## config.mk

```make
export PLATFORM = sky130hd
export DESIGN_NAME = rsp_merger
export DESIGN_NICKNAME = d
export VERILOG_FILES = /design/src/rtl/rsp_merger_pkg.sv /design/src/rtl/rsp_merge_channel.sv /design/src/rtl/rsp_merger.sv
export SDC_FILE = /design/constraint.sdc
export NUM_CORES = 1
export LEC_CHECK = 0
export CAP_MARGIN = 20
export CORE_AREA = 2 2 136 138
export CTS_CLUSTER_DIAMETER = 200
export DETAILED_ROUTE_END_ITERATION = 7
export DIE_AREA = 0 0 138 140
export MAX_ROUTING_LAYER = met4
export PLACE_DENSITY = 0.76
export SLEW_MARGIN = 20
export SYNTH_ARGS = -nofsm -noshare
export SYNTH_HDL_FRONTEND = slang
export SYNTH_SLANG_ARGS = --single-unit
export TNS_END_PERCENT = 30
```

## constraint.sdc

```tcl
create_clock -name clk -period 11.8 [get_ports clk]
set_input_delay 2.36 -clock clk [delete_from_list [all_inputs] [get_ports clk]]
set_output_delay 2.36 -clock clk [all_outputs]
set_load 0.01 [all_outputs]
```

## src/rtl/rsp_merger_pkg.sv

```systemverilog
// Shared widths, fail reason codes and the response entry bundle
// for the alloc/free response merger.
package rsp_merger_pkg;

  localparam int REQ_ID_WIDTH       = 8;
  localparam int ALL_PAGE_IDX_WIDTH = 12;
  localparam int FAIL_REASON_WIDTH  = 3;
  localparam int HOLD_DEPTH         = 4;

  localparam logic [FAIL_REASON_WIDTH-1:0] FAIL_REASON_NONE = 3'd0;
  localparam logic [FAIL_REASON_WIDTH-1:0] FAIL_REASON_ZERO = 3'd1;
  localparam logic [FAIL_REASON_WIDTH-1:0] FAIL_REASON_OVER_4KB = 3'd2;
  localparam logic [FAIL_REASON_WIDTH-1:0] ALLOC_FAIL_REASON_NO_SPACE = 3'd3;
  localparam logic [FAIL_REASON_WIDTH-1:0] FREE_FAIL_REASON_NOT_ALLOCATED = 3'd4;

  typedef struct packed {
    logic [REQ_ID_WIDTH-1:0]       id;
    logic [ALL_PAGE_IDX_WIDTH-1:0] page_idx;
    logic                          fail;
    logic [FAIL_REASON_WIDTH-1:0]  reason;
  } rsp_t;

endpackage

```

## src/rtl/rsp_merge_channel.sv

```systemverilog
// One response channel: 2-push/1-pop hold queue with bypass,
// registered FIFO write port, almost_full and sticky overflow.
module rsp_merge_channel
  import rsp_merger_pkg::*;
#(
  parameter int DEPTH         = HOLD_DEPTH,
  parameter bit WITH_PAGE_IDX = 1'b1
) (
  input  logic clk,
  input  logic rst_n,
  input  logic disp_valid,
  input  rsp_t disp,
  input  logic eng_valid,
  input  rsp_t eng,
  input  logic fifo_full,
  output logic write_en,
  output rsp_t rsp,
  output logic almost_full,
  output logic overflow
);

  localparam int PW = $clog2(DEPTH);
  localparam int CW = PW + 1;

  rsp_t          mem [DEPTH];
  logic [PW-1:0] wr_ptr;
  logic [PW-1:0] rd_ptr;
  logic [CW-1:0] count;

  logic          pop;
  logic          acc_d;
  logic          acc_e;
  logic [CW-1:0] avail;
  logic [1:0]    n_acc;
  rsp_t          first;
  rsp_t          head;

  // an empty queue pops the first incoming entry directly (bypass)
  always_comb begin
    pop   = !fifo_full && (count != '0 || disp_valid || eng_valid);
    avail = CW'(DEPTH) - count + CW'(pop);
    acc_d = disp_valid && avail != '0;
    acc_e = eng_valid && (acc_d ? avail >= CW'(2) : avail != '0);
    n_acc = {1'b0, acc_d} + {1'b0, acc_e};
    first = acc_d ? disp : eng;
    head  = (count != '0) ? mem[rd_ptr] : first;
  end

  always_ff @(posedge clk) begin
    if (acc_d || acc_e)
      mem[wr_ptr] <= first;
    if (acc_d && acc_e)
      mem[wr_ptr + 1'b1] <= eng;
  end

  always_ff @(posedge clk or negedge rst_n) begin
    if (!rst_n) begin
      wr_ptr   <= '0;
      rd_ptr   <= '0;
      count    <= '0;
      overflow <= 1'b0;
      write_en <= 1'b0;
      rsp      <= '0;
    end else begin
      wr_ptr   <= wr_ptr + PW'(n_acc);
      rd_ptr   <= rd_ptr + PW'(pop);
      count    <= count + CW'(n_acc) - CW'(pop);
      overflow <= overflow
                | (disp_valid && !acc_d)
                | (eng_valid && !acc_e);
      write_en <= pop;
      if (pop) begin
        rsp <= head;
        if (!WITH_PAGE_IDX)
          rsp.page_idx <= '0;
      end
    end
  end

  assign almost_full = count >= CW'(DEPTH - 1);

endmodule

```

## src/rtl/rsp_merger.sv

```systemverilog
// Merges dispatcher fail pulses with FDT / or_tree results into
// the alloc and free response FIFO write ports.
module rsp_merger
  import rsp_merger_pkg::*;
#(
  parameter int HOLD_DEPTH = rsp_merger_pkg::HOLD_DEPTH
) (
  input  logic                          clk,
  input  logic                          rst_n,
  input  logic                          disp_alloc_valid,
  input  logic [REQ_ID_WIDTH-1:0]       disp_alloc_id,
  input  logic [FAIL_REASON_WIDTH-1:0]  disp_alloc_fail_reason,
  input  logic                          fdt_alloc_valid,
  input  logic [REQ_ID_WIDTH-1:0]       fdt_alloc_id,
  input  logic [ALL_PAGE_IDX_WIDTH-1:0] fdt_alloc_page_idx,
  input  logic                          fdt_alloc_fail,
  input  logic [FAIL_REASON_WIDTH-1:0]  fdt_alloc_reason,
  input  logic                          disp_free_valid,
  input  logic [REQ_ID_WIDTH-1:0]       disp_free_id,
  input  logic [FAIL_REASON_WIDTH-1:0]  disp_free_reason,
  input  logic                          tree_free_valid,
  input  logic [REQ_ID_WIDTH-1:0]       tree_free_id,
  input  logic                          tree_free_fail,
  input  logic [FAIL_REASON_WIDTH-1:0]  tree_free_reason,
  input  logic                          alloc_rsp_fifo_full,
  output logic                          alloc_rsp_write_en,
  output logic [REQ_ID_WIDTH-1:0]       alloc_rsp_id,
  output logic [ALL_PAGE_IDX_WIDTH-1:0] alloc_rsp_page_idx,
  output logic                          alloc_rsp_fail,
  output logic [FAIL_REASON_WIDTH-1:0]  alloc_rsp_reason,
  input  logic                          free_rsp_fifo_full,
  output logic                          free_rsp_write_en,
  output logic [REQ_ID_WIDTH-1:0]       free_rsp_id,
  output logic                          free_rsp_fail,
  output logic [FAIL_REASON_WIDTH-1:0]  free_rsp_reason,
  output logic                          alloc_hold_almost_full,
  output logic                          free_hold_almost_full,
  output logic                          alloc_hold_overflow,
  output logic                          free_hold_overflow
);

  rsp_t a_disp, a_eng, a_q;
  rsp_t f_disp, f_eng, f_q;
  logic [ALL_PAGE_IDX_WIDTH-1:0] free_pi_unused;

  assign a_disp = '{id: disp_alloc_id, page_idx: '0,
                    fail: 1'b1, reason: disp_alloc_fail_reason};
  assign a_eng  = '{id: fdt_alloc_id, page_idx: fdt_alloc_page_idx,
                    fail: fdt_alloc_fail, reason: fdt_alloc_reason};
  assign f_disp = '{id: disp_free_id, page_idx: '0,
                    fail: 1'b1, reason: disp_free_reason};
  assign f_eng  = '{id: tree_free_id, page_idx: '0,
                    fail: tree_free_fail, reason: tree_free_reason};

  rsp_merge_channel #(
    .DEPTH(HOLD_DEPTH), .WITH_PAGE_IDX(1'b1)
  ) u_alloc (
    .clk(clk), .rst_n(rst_n),
    .disp_valid(disp_alloc_valid), .disp(a_disp),
    .eng_valid(fdt_alloc_valid), .eng(a_eng),
    .fifo_full(alloc_rsp_fifo_full),
    .write_en(alloc_rsp_write_en), .rsp(a_q),
    .almost_full(alloc_hold_almost_full),
    .overflow(alloc_hold_overflow)
  );

  rsp_merge_channel #(
    .DEPTH(HOLD_DEPTH), .WITH_PAGE_IDX(1'b0)
  ) u_free (
    .clk(clk), .rst_n(rst_n),
    .disp_valid(disp_free_valid), .disp(f_disp),
    .eng_valid(tree_free_valid), .eng(f_eng),
    .fifo_full(free_rsp_fifo_full),
    .write_en(free_rsp_write_en), .rsp(f_q),
    .almost_full(free_hold_almost_full),
    .overflow(free_hold_overflow)
  );

  assign alloc_rsp_id       = a_q.id;
  assign alloc_rsp_page_idx = a_q.page_idx;
  assign alloc_rsp_fail     = a_q.fail;
  assign alloc_rsp_reason   = a_q.reason;
  assign free_rsp_id        = f_q.id;
  assign free_rsp_fail      = f_q.fail;
  assign free_rsp_reason    = f_q.reason;
  assign free_pi_unused     = f_q.page_idx;

endmodule

```

==> results of run 1 <==
[routing by layer]
metal / up-vias / wire length, microns / GRT usage, %
met5: - / 0 / -
met2: 192 / 11000 / 39.0
met4: 0 / 271 / 6.02
met1: 2989 / 8780 / 29.5
li1: 2617 / - / -
met3: 23 / 1080 / 4.89
[cell families after synthesis]
kind of cell	synth area share (%)
flip-flops	58.9
multiplexers	21.7
AND/OR/NAND/NOR	5.90
AO/OA/AOI/OAI	6.49
buffers and inverters	3.05
adder cells (fa/ha/maj)	2.86
XOR/XNOR	1.09
[placed cells by master, fill, tap and decap left out, drive strengths merged, types with 21 or more instances in the layout]
cell type / count
edfxtp: 144
clkdlybuf4s50: 106
mux2: 88
dfrtp: 54
and2: 48
mux4: 36
o21ai: 32
inv: 27
nor2: 24
a22oi: 23
mux2i: 21
[registers in the layout, indices dropped and copies added, names as in the netlist]
register	count
u_alloc.overflow	1
u_free.rd_ptr	2
u_alloc.mem	96
u_alloc.count	3
u_free.overflow	1
u_alloc.rsp	24
u_free.wr_ptr	2
u_free.mem	48
u_free.write_en	1
u_alloc.rd_ptr	2
u_alloc.wr_ptr	2
u_free.rsp	12
u_alloc.write_en	1
u_free.count	3
[power breakdown]
part | internal (mW) | leakage [nW] | switching (mW) | total [mW]
sequential | 1.12 | 1.98 | 0.152 | 1.27
combinational | 0.614 | 2.00 | 0.618 | 1.23
clock | 0.358 | 0.303 | 0.259 | 0.617
total | 2.09 | 4.28 | 1.03 | 3.12
[critical path: stages]
cell	delay, ps
clkdlybuf4s50_1	470
nor2_1	170
a21o_1	480
ha_1	230
inv_1	40
ha_1	170
xor2_1	260
o21a_2	410
ha_1	310
nand2b_1	270
o21ai_4	760
mux2_2	420
[cells in the mapped netlist (4+ instances only)]
cell type  count  area share, %
edfxtp_1     144             45
mux2_2        67            7.8
dfrtp_1       54             14
and2_1        48            3.1
mux4_2        36            8.4
nor2_1        24           0.94
o21ai_0       24            1.2
a22oi_1       23            1.8
inv_1         21           0.82
mux2_4        21            3.3
mux2i_1       21            2.2
ha_1          18            2.3
a21oi_1       14           0.73
clkbuf_1      14           0.55
nand2b_1      14           0.91
o22ai_1       13           0.84
buf_2         11           0.57
xnor2_1        8           0.73
a21o_1         6           0.47
buf_6          5           0.58
nand2_1        5           0.19
nor3_1         5           0.26
o21ai_1        5           0.26
buf_1          4           0.16
o31ai_1        4           0.31
or3_1          4           0.26
xor2_1         4           0.36
[metrics by stage]
| step | total power [mW] | std cells | cell area, sq um |
|---|---|---|---|
| 2_1_floorplan | 2.09 | 634 | 9630 |
| 3_5_place_dp | 2.53 | 944 | 10900 |
| 6_report | 3.12 | 976 | 11500 |
| 5_1_grt | 3.29 | 976 | 11500 |
| 4_1_cts | 3.15 | 976 | 11500 |
| 3_3_place_gp | 2.47 | 944 | 10900 |
[final cells by class]
| class | instances | area (sq um) |
|---|---|---|
| fill | 1243 | 6250 |
| sequential | 198 | 5680 |
| multi-input combinational | 377 | 3710 |
| timing repair buffer | 118 | 1150 |
| clock buffer | 18 | 429 |
| tap | 229 | 287 |
| clock inverter | 14 | 195 |
| inverter | 22 | 85.1 |
[final timing paths]
kind / start / end / slack [ps] / cells past startpoint
worst min register to register: u_free.overflow$_DFF_PN0_ / u_free.overflow$_DFF_PN0_ / 460 / 1
max in group asynchronous: rst_n / u_alloc.rsp[5]$_DFFE_PN0P_ / 9190 / 2
worst min-delay path: u_free.overflow$_DFF_PN0_ / u_free.overflow$_DFF_PN0_ / 460 / 1
min in group asynchronous: rst_n / u_free.rsp[17]$_DFFE_PN0P_ / 2100 / 2
worst max-delay path: disp_alloc_valid / u_alloc.mem[3][23]$_DFFE_PP_ / 5620 / 12
worst max register to register: u_alloc.count[0]$_DFF_PN0_ / u_alloc.mem[3][23]$_DFFE_PP_ / 7510 / 11
==> insert_results.sql, run 1 <==
INSERT INTO impl_metrics (metric_group, metric, value, unit) VALUES
('timing', 'grt_setup_unrepaired', 'false', ''),
('run_status', 'status', 'finished clean', ''),
('timing', 'layout_worst_path_cycle_share', '52.4', '%'),
('timing', 'final.setup.worst_slack', '5620', 'ps'),
('critical_path', 'critPathLaunchType', 'input pin', ''),
('cts', 'cts.sinks', '198', ''),
('logic_synthesis', 'synth-seq-cells', '198', ''),
('pwr', 'pwr_density_cell', '271', 'mW/mm^2'),
('global_routing', 'via_count_of_the_first_global_routing_pass', '6073', ''),
('detailed_routing', 'detail_route.wl_per_cell', '21.7', 'microns'),
('timing', 'finalMaxSlewViolations', '0', ''),
('timing', 'final-setup-viol-count', '0', ''),
('logic_synthesis', 'mappedNetlistNets', '720', ''),
('die', 'initial_core_util', '54.2', '%'),
('cts', 'postCtsResizedCells', '0', ''),
('layout', 'finish.net_count', '820', ''),
('global_routing', 'global_route.usage.total', '23.3', '%'),
('pwr', 'ir_worst_vdd', '0.162', 'mV'),
('logic_synthesis', 'post_synth_inst_count', '634', ''),
('die', 'die_h', '140', 'microns'),
('placed_design', 'routability_congestion_estimate_from_global_placement', '0.816', ''),
('layout', 'fin_util', '64.9', '%'),
('pwr', 'p_leak', '4.28', 'nW'),
('run', 'max_cap_viol_count', '0', ''),
('detailed_routing', 'via_per_inst', '5.96', ''),
('placed_design', 'io_buffers', '107', ''),
('global_routing', 'initial_antenna_violation_count', '0', ''),
('logic_synthesis', 'ys_dominant_reg_cell', 'edfxtp_1', ''),
('die', 'core_area', '0.0178', 'sq mm'),
('logic_synthesis', 'ys_seq_area_share', '58.9', '%'),
('detailed_routing', 'antenna_violating_nets_post_route', '0', ''),
('timing', 'final.setup.tns', '0', 'ps'),
('cts', 'cts_hold_repair.buffers', '0', ''),
('die', 'io_pins', '108', ''),
('detailed_routing', 'drt-initial-drc-count', '493', ''),
('cts', 'htreeDepth', '4', ''),
('timing', 'maxClockFrequency', '0.162', 'GHz'),
('critical_path', 'criticalPathCategory', 'input pin to register', ''),
('placed_design', 'preCtsSetupSlack', '5240', 'ps'),
('detailed_routing', 'wirelength', '21200', 'microns'),
('cts', 'number_of_cts_inserted_buffers', '17', ''),
('die', 'die_area', '0.0193', 'sq mm'),
('critical_path', 'cp-end-kind', 'register', ''),
('die', 'floorplan.rows', '49', ''),
('cts', 'postCtsSetupRepairBufs', '0', ''),
('cts', 'cts_root_buf', 'clkbuf_16', ''),
('detailed_routing', 'dr_total_vias', '5821', ''),
('timing', 'worst_hold_slack', '459', 'ps'),
('cts', 'clock_latency', '430', 'ps'),
('global_routing', 'grt_start_max_net_pins', '55', ''),
('timing', 'final-hold-violation-count', '0', ''),
('logic_synthesis', 'post_synthesis_mean_instance_area', '15.2', 'sq um'),
('die', 'die_x', '138', 'microns'),
('cts', 'tritoncts_clock_tree', 'yes', ''),
('logic_synthesis', 'edff_count_synth', '144', ''),
('cts', 'clk_pin_slew_worst_paths', '70', 'ps'),
('logic_synthesis', 'synth-async-reset-ratio', '27.3', '%'),
('critical_path', 'critical_path.max_fanout', '24', ''),
('timing', 'clock_skew', '11.1', 'ps'),
('placed_design', 'detailed_place_hpwl', '13200', 'microns'),
('timing', 'slew_headroom', '29.1', '%'),
('critical_path', 'timing.critical_path.required', '11980', 'ps'),
('critical_path', 'critical_path_data_arrival_time', '6360', 'ps'),
('detailed_routing', 'pre_repair_dr_iteration_count', '5', ''),
('timing', 'worstMarginPinSlew', '1060', 'ps'),
('global_routing', 'grt_pass1_wl', '33400', 'microns'),
('layout', 'final_layout_size_suffix_gt1_share', '23.6', '%'),
('layout', 'areaGrowthSynthToFinish', '19.7', '%'),
('global_routing', 'grt.overflow.total', '0', ''),
('cts', 'clock_path_buffers', '2', ''),
('logic_synthesis', 'count_of_distinct_cell_types_in_the_synthesized_netlist', '37', ''),
('timing', 'finalWorstPathRequiredPeriod', '6180', 'ps'),
('detailed_routing', 'remaining_drc_errors', '0', ''),
('min_path', 'hp-class', 'register to register', ''),
('layout', 'number_of_diodes', '0', ''),
('logic_synthesis', 'post_synth_instance_area', '0.00963', 'sq mm'),
('logic_synthesis', 'yosys_warnings', '0', '');
No activity file was read; power rests on OpenSTA's default activity.
==> inputs of run 2 (changes only) <==
--- a/config.mk
+++ b/config.mk
@@ -6,12 +6,12 @@
 export NUM_CORES = 1
 export LEC_CHECK = 0
 export CAP_MARGIN = 20
-export CORE_AREA = 2 2 136 138
+export CORE_AREA = 2 2 141 143
 export CTS_CLUSTER_DIAMETER = 200
 export DETAILED_ROUTE_END_ITERATION = 7
-export DIE_AREA = 0 0 138 140
+export DIE_AREA = 0 0 143 145
 export MAX_ROUTING_LAYER = met4
-export PLACE_DENSITY = 0.76
+export PLACE_DENSITY = 0.74
 export SLEW_MARGIN = 20
 export SYNTH_ARGS = -nofsm -noshare
 export SYNTH_HDL_FRONTEND = slang
==> constraint.sdc (replaced) <==
create_clock -name clk -period 5.23 [get_ports clk]
set_input_delay 1.046 -clock clk [delete_from_list [all_inputs] [get_ports clk]]
set_output_delay 1.046 -clock clk [all_outputs]
set_load 0.01 [all_outputs]
==> run 2 against run 1 <==
Final cell count up 4.5%. Non-clock buffer count increased by 9. Total power is 130% higher. Clock skew is 1.9 ps higher. Critical path type unchanged. Wire length increased by 4.7%. Critical path depth did not move. Register-to-register slack lost 6100 ps.
==> insert_results.sql, run 2 (same netlist as run 1, synthesis figures left out) <==
INSERT INTO impl_metrics (metric_group, metric, value, unit) VALUES
('critical_path', 'crit_chain', 'clkdlybuf4s50_1 > nor2_1 > a21o_1 > ha_1 > inv_1 > ha_1 > xor2_1 > o21a_2 > ha_1 > nand3_1 > nand2_1 > mux2_2', ''),
('placed_design', 'dp.cells', '989', ''),
('layout', 'areaGrowthSynthToFinish', '20.8', '%'),
('placed_design', 'routability_congestion_estimate_from_global_placement', '0.776', ''),
('layout', 'finalNonFillerCells', '1020', ''),
('pwr', 'pwr_density_cell', '608', 'mW/mm^2'),
('global_routing', 'grt_start_max_net_pins', '55', ''),
('global_routing', 'initial_antenna_violation_count', '0', ''),
('detailed_routing', 'drt-initial-drc-count', '439', ''),
('timing', 'maxClockFrequency', '0.230', 'GHz'),
('layout', 'largest_register_ff_count', '96', ''),
('cts', 'postCtsSetupRepairBufs', '0', ''),
('critical_path', 'reg2reg_from', 'u_free.count[2]$_DFF_PN0_', ''),
('global_routing', 'grt.overflow.total', '0', ''),
('die', 'initial_core_util', '50.2', '%'),
('detailed_routing', 'dr_total_vias', '5797', ''),
('layout', 'final_layout_size_suffix_gt1_share', '24.8', '%'),
('pwr', 'power.total', '7.08', 'mW'),
('placed_design', 'detailed_place_hpwl', '13900', 'microns'),
('die', 'die_x', '143', 'microns'),
('detailed_routing', 'remaining_drc_errors', '0', ''),
('pwr', 'ir_worst_vdd', '0.310', 'mV'),
('run', 'max_cap_viol_count', '0', ''),
('critical_path', 'critical_path_data_arrival_time', '4540', 'ps'),
('min_path', 'holdPathStages', '1', ''),
('layout', 'fillers', '1423', ''),
('global_routing', 'global_route.usage.total', '23.2', '%'),
('global_routing', 'grt_pass1_wl', '35000', 'microns'),
('pwr', 'p_leak', '4.33', 'nW'),
('timing', 'clock_skew', '13.0', 'ps'),
('cts', 'cts_hold_repair.buffers', '0', ''),
('layout', 'layout.cells.most_common_list', 'edfxtp_1 (144), clkdlybuf4s50_1 (106), mux2_2 (67), dfrtp_1 (54), and2_1 (48)', ''),
('critical_path', 'worst_setup_path_startpoint', 'disp_free_valid', ''),
('run_status', 'status', 'finished clean', ''),
('cts', 'htreeDepth', '4', ''),
('critical_path', 'critPathSlowestCell', 'a21o_1', ''),
('critical_path', 'cpPeakStageDelay', '500', 'ps'),
('critical_path', 'path_common_cell', 'ha_1', ''),
('placed_design', 'placedInstanceArea', '0.0110', 'sq mm'),
('cts', 'clk_pin_slew_worst_paths', '80', 'ps'),
('timing', 'grt_setup_unrepaired', 'false', ''),
('die', 'floorplan.rows', '51', ''),
('cts', 'cts.sinks', '198', ''),
('detailed_routing', 'detail_route.wl_per_cell', '21.7', 'microns'),
('detailed_routing', 'pre_repair_dr_iteration_count', '4', ''),
('layout', 'largest_register', 'u_alloc.mem', ''),
('critical_path', 'cp-end-kind', 'register', ''),
('layout', 'finish.net_count', '829', ''),
('cts', 'cts_root_buf', 'clkbuf_16', ''),
('cts', 'clock_path_buffers', '2', ''),
('layout', 'stdcell_area', '0.0116', 'sq mm'),
('critical_path', 'r2r_cells', '11', ''),
('timing', 'layout_worst_path_cycle_share', '83.2', '%'),
('layout', 'largestRegisters', 'u_alloc.mem: 96 flops, u_free.mem: 48 flops, u_alloc.rsp: 24 flops', ''),
('timing', 'finalMaxSlewViolations', '0', ''),
('timing', 'final-setup-viol-count', '0', ''),
('layout', 'seq_area', '0.00568', 'sq mm'),
('timing', 'slew_headroom', '24.0', '%'),
('die', 'io_pins', '108', ''),
('layout', 'number_of_diodes', '0', ''),
('timing', 'finalWorstPathRequiredPeriod', '4350', 'ps'),
('layout', 'multi_input_area', '0.00370', 'sq mm'),
('critical_path', 'timing.critical_path.required', '5410', 'ps'),
('cts', 'postCtsResizedCells', '0', ''),
('cts', 'tritoncts_clock_tree', 'yes', ''),
('critical_path', 'r2r_slack', '1370', 'ps'),
('critical_path', 'reg2reg_to', 'u_free.mem[0][22]$_DFFE_PP_', ''),
('timing', 'worstMarginPinSlew', '1140', 'ps'),
('critical_path', 'critical_path.max_fanout', '14', ''),
('min_path', 'hp-class', 'register to register', ''),
('timing', 'final.setup.tns', '0', 'ps'),
('die', 'die_area', '0.0207', 'sq mm'),
('detailed_routing', 'via_per_inst', '5.68', ''),
('min_path', 'min_to', 'u_free.overflow$_DFF_PN0_', ''),
('die', 'die_h', '145', 'microns'),
('timing', 'final-hold-violation-count', '0', ''),
('cts', 'number_of_cts_inserted_buffers', '17', ''),
('layout', 'fin_util', '60.6', '%'),
('layout', 'layout.cells.most_common', 'edfxtp_1', ''),
('placed_design', 'io_buffers', '107', ''),
('critical_path', 'critPathLaunchType', 'input pin', ''),
('global_routing', 'via_count_of_the_first_global_routing_pass', '6395', ''),
('detailed_routing', 'wirelength', '22200', 'microns'),
('critical_path', 'criticalPathCategory', 'input pin to register', ''),
('min_path', 'min_from', 'u_free.overflow$_DFF_PN0_', ''),
('die', 'core_area', '0.0192', 'sq mm'),
('cts', 'clock_latency', '440', 'ps'),
('detailed_routing', 'antenna_violating_nets_post_route', '0', '');
run 2: cell count changes in the layout (fill, tap and decap cells not counted), moves of 2 or more:
| cell | delta |
|---|---|
| buf_4 | +7 |
| inv_8 | +3 |
| a21oi_2 | +2 |
| a21oi_4 | -2 |
| buf_12 | +2 |
| bufinv_16 | -2 |
| clkinv_1 | -2 |
| clkinv_8 | +2 |
run 2: area by class of cell:
class | count | share of cell area (%)
clock buffer | 17 | 3.65
clock inverter | 14 | 1.60
inverter | 22 | 0.731
multi-input combinational | 377 | 31.8
sequential | 198 | 48.7
tap | 265 | 2.85
timing repair buffer | 127 | 10.7
run 2: critical path, delay by kind of cell:
family / cells / cell delay, ps
xor gates and xnor gates: 1 / 250
AOI/OAI and AO/OA: 2 / 750
and+or+nand+nor: 3 / 860
buffers and inverters: 2 / 510
adders and majority gates: 3 / 710
muxes: 1 / 410
run 2: stage by stage:
stage	hold slack [ps]	setup WS [ps]
floorplan	461	3.27
global placement	455	548
detailed placement	470	403
CTS	493	854
global route	525	515
finish	482	877
run 2: per-layer routing:
| metal | vias to the layer above | global-route usage (%) | share of wire [%] |
|---|---|---|---|
| met4 | 0 | 7.28 | 1.6 |
| met5 | - | - | 0 |
| met3 | 32 | 4.49 | 6.4 |
| li1 | 2623 | - | - |
| met1 | 2946 | 27.9 | 39 |
| met2 | 196 | 39.5 | 53 |
run 2: worst max path at each step:
stage / end / slack, ps / cells after the start
floorplan: u_alloc.mem[0][0]$_DFFE_PP_ / 3 / 13
global placement: u_free.mem[0][22]$_DFFE_PP_ / 550 / 12
detailed placement: u_free.mem[0][22]$_DFFE_PP_ / 400 / 13
CTS: u_free.mem[0][18]$_DFFE_PP_ / 850 / 12
global route: u_free.mem[0][18]$_DFFE_PP_ / 510 / 13
finish: u_free.mem[0][22]$_DFFE_PP_ / 880 / 12
run 2: power breakdown:
part,switching [mW],internal (mW)
registers,0.340,2.53
logic,1.42,1.43
clock network,0.636,0.729
total,2.39,4.69
==> inputs of run 3 (changes only) <==
==> constraint.sdc (replaced) <==
create_clock -name clk -period 4 [get_ports clk]
set_input_delay 0.8 -clock clk [delete_from_list [all_inputs] [get_ports clk]]
set_output_delay 0.8 -clock clk [all_outputs]
set_load 0.01 [all_outputs]
==> run 3 against run 2 <==
Largest cell class unchanged. Clock power up 40%. Critical path depth up 1. Clock-buffer cell count unchanged. Total power up 34%. Final cell count up 1.3%. Hold slack worse by 59 ps. Cell area up 1.3%. Wire length up 0.39%.
==> insert_results.sql, run 3 (same netlist as run 1, synthesis figures left out) <==
INSERT INTO impl_metrics (metric_group, metric, value, unit) VALUES
('critical_path', 'worst_path_dominant_cell_family', 'buffers and inverters', ''),
('timing', 'maxClockFrequency', '0.279', 'GHz'),
('detailed_routing', 'remaining_drc_errors', '0', ''),
('layout', 'finish.net_count', '841', ''),
('critical_path', 'cp-end-kind', 'register', ''),
('run_status', 'status', 'finished clean', ''),
('layout', 'largestRegisters', 'u_alloc.mem: 96 flops, u_free.mem: 48 flops, u_alloc.rsp: 24 flops', ''),
('critical_path', 'cpPeakStageDelay', '530', 'ps'),
('critical_path', 'crit_chain', 'clkdlybuf4s50_1 > nor2_1 > a21o_1 > ha_1 > inv_1 > ha_1 > xor2_1 > o21a_2 > ha_1 > nand2b_1 > o21ai_4 > buf_12 > mux2_2', ''),
('global_routing', 'grt_pass1_wl', '34500', 'microns'),
('layout', 'areaGrowthSynthToFinish', '22.4', '%'),
('critical_path', 'timing.critical_path.required', '4180', 'ps'),
('critical_path', 'critical_path.max_fanout', '14', ''),
('timing', 'layout_worst_path_cycle_share', '89.7', '%'),
('layout', 'layout.cells.most_common_list', 'edfxtp_1 (144), clkdlybuf4s50_1 (106), mux2_2 (67), dfrtp_1 (54), and2_1 (48)', ''),
('timing', 'finalMaxSlewViolations', '0', ''),
('cts', 'clk_pin_slew_worst_paths', '70', 'ps'),
('run', 'max_cap_viol_count', '0', ''),
('global_routing', 'global_route.usage.total', '22.8', '%'),
('pwr', 'pwr_density_cell', '804', 'mW/mm^2'),
('timing', 'slew_headroom', '29.7', '%'),
('timing', 'final-hold-violation-count', '0', ''),
('cts', 'cts_hold_repair.buffers', '0', ''),
('critical_path', 'critPathLaunchType', 'input pin', ''),
('cts', 'cts_root_buf', 'clkbuf_16', ''),
('timing', 'grt_setup_unrepaired', 'false', ''),
('detailed_routing', 'detail_route.wl_per_cell', '21.5', 'microns'),
('layout', 'stdcell_area', '0.0118', 'sq mm'),
('pwr', 'power.total', '9.48', 'mW'),
('detailed_routing', 'dr_total_vias', '5858', ''),
('placed_design', 'routability_congestion_estimate_from_global_placement', '0.804', ''),
('placed_design', 'io_buffers', '107', ''),
('layout', 'layout.cells.most_common', 'edfxtp_1', ''),
('cts', 'cts.sinks', '198', ''),
('cts', 'postCtsResizedCells', '0', ''),
('die', 'die_area', '0.0207', 'sq mm'),
('pwr', 'ir_worst_vdd', '0.376', 'mV'),
('cts', 'clock_latency', '430', 'ps'),
('global_routing', 'via_count_of_the_first_global_routing_pass', '6297', ''),
('timing', 'finalWorstPathRequiredPeriod', '3590', 'ps'),
('die', 'core_area', '0.0192', 'sq mm'),
('critical_path', 'critPathBufInv', '3', ''),
('cts', 'tritoncts_clock_tree', 'yes', ''),
('critical_path', 'r2r_slack', '600', 'ps'),
('critical_path', 'criticalPathCategory', 'input pin to register', ''),
('detailed_routing', 'antenna_violating_nets_post_route', '0', ''),
('detailed_routing', 'pre_repair_dr_iteration_count', '5', ''),
('min_path', 'hp-class', 'input pin to async pin', ''),
('die', 'die_h', '145', 'microns'),
('timing', 'clock_skew', '7.70', 'ps'),
('global_routing', 'grt.overflow.total', '0', ''),
('detailed_routing', 'wirelength', '22200', 'microns'),
('die', 'floorplan.rows', '51', ''),
('die', 'initial_core_util', '50.2', '%'),
('layout', 'number_of_diodes', '0', ''),
('global_routing', 'grt_start_max_net_pins', '30', ''),
('timing', 'final-setup-viol-count', '0', ''),
('pwr', 'p_leak', '4.41', 'nW'),
('critical_path', 'critical_path_data_arrival_time', '3770', 'ps'),
('die', 'die_x', '143', 'microns'),
('placed_design', 'detailed_place_hpwl', '14600', 'microns'),
('critical_path', 'path_common_cell', 'ha_1', ''),
('detailed_routing', 'drt-initial-drc-count', '428', ''),
('cts', 'postCtsSetupRepairBufs', '0', ''),
('detailed_routing', 'via_per_inst', '5.67', ''),
('layout', 'largest_register', 'u_alloc.mem', ''),
('critical_path', 'critPathSlowestCell', 'clkdlybuf4s50_1', ''),
('global_routing', 'initial_antenna_violation_count', '0', ''),
('placed_design', 'placedInstanceArea', '0.0111', 'sq mm'),
('cts', 'number_of_cts_inserted_buffers', '17', ''),
('timing', 'worstMarginPinSlew', '1050', 'ps'),
('timing', 'final.setup.tns', '0', 'ps'),
('layout', 'largest_register_ff_count', '96', ''),
('cts', 'htreeDepth', '4', ''),
('layout', 'final_layout_size_suffix_gt1_share', '25.9', '%'),
('die', 'io_pins', '108', ''),
('cts', 'clock_path_buffers', '2', '');
[run 3: cell types whose count changed in the layout (fill, tap and decap cells not counted), sizes merged]
cell and delta:
bufinv +3, buf +12, clkinvlp +2, inv -4
[run 3: metal layers]
metal / global-route usage [%] / wire length (microns)
met5: - / 0
met4: 7.52 / 365
met3: 3.63 / 1100
met2: 38.3 / 11700
met1: 28.3 / 9040
[run 3: power breakdown]
| group | switching [mW] | internal [mW] |
|---|---|---|
| registers | 0.518 | 3.30 |
| clock network | 0.778 | 1.12 |
| logic | 1.82 | 1.96 |
| total | 3.11 | 6.37 |
[run 3: final timing paths]
check | start | end | depth (start not counted)
hold reg to reg | u_alloc.overflow$_DFF_PN0_ | u_alloc.overflow$_DFF_PN0_ | 1
hold / removal | rst_n | u_alloc.overflow$_DFF_PN0_ | 1
min in group clk | u_alloc.overflow$_DFF_PN0_ | u_alloc.overflow$_DFF_PN0_ | 1
setup reg to reg | u_free.count[2]$_DFF_PN0_ | u_free.count[2]$_DFF_PN0_ | 15
setup / recovery | disp_alloc_valid | u_alloc.mem[3][2]$_DFFE_PP_ | 13
max in group asynchronous | rst_n | u_alloc.rsp[21]$_DFFE_PN0P_ | 2
[run 3: worst register-to-register path: cells and delay by family (launching register included)]
kind | cells | cell delay, ps
compound gates | 2 | 360
xor+xnor | 3 | 600
fa+ha+maj | 5 | 1270
buf+inv | 4 | 250
flops | 1 | 430
simple gates | 1 | 410
[run 3: final cells by class]
| class | instances | area [sq um] |
|---|---|---|
| fill | 1426 | 7420 |
| clock buffer | 17 | 425 |
| clock inverter | 15 | 225 |
| sequential | 198 | 5680 |
| tap | 265 | 332 |
| multi-input combinational | 377 | 3690 |
| inverter | 22 | 85.1 |
| timing repair buffer | 139 | 1360 |
[run 3: through the flow]
| stage | hold WS, ps | cells | utilization [%] | worst slack (ps) |
|---|---|---|---|---|
| after floorplan | 461 | 634 | - | -497 |
| after global placement | 443 | 1001 | 58.0 | 157 |
| after detailed placement | 455 | 1001 | 58.0 | -9.06 |
| after CTS | 429 | 1033 | 61.4 | 440 |
| after global routing | 452 | 1033 | 61.4 | 229 |
| final | 423 | 1033 | 61.4 | 410 |
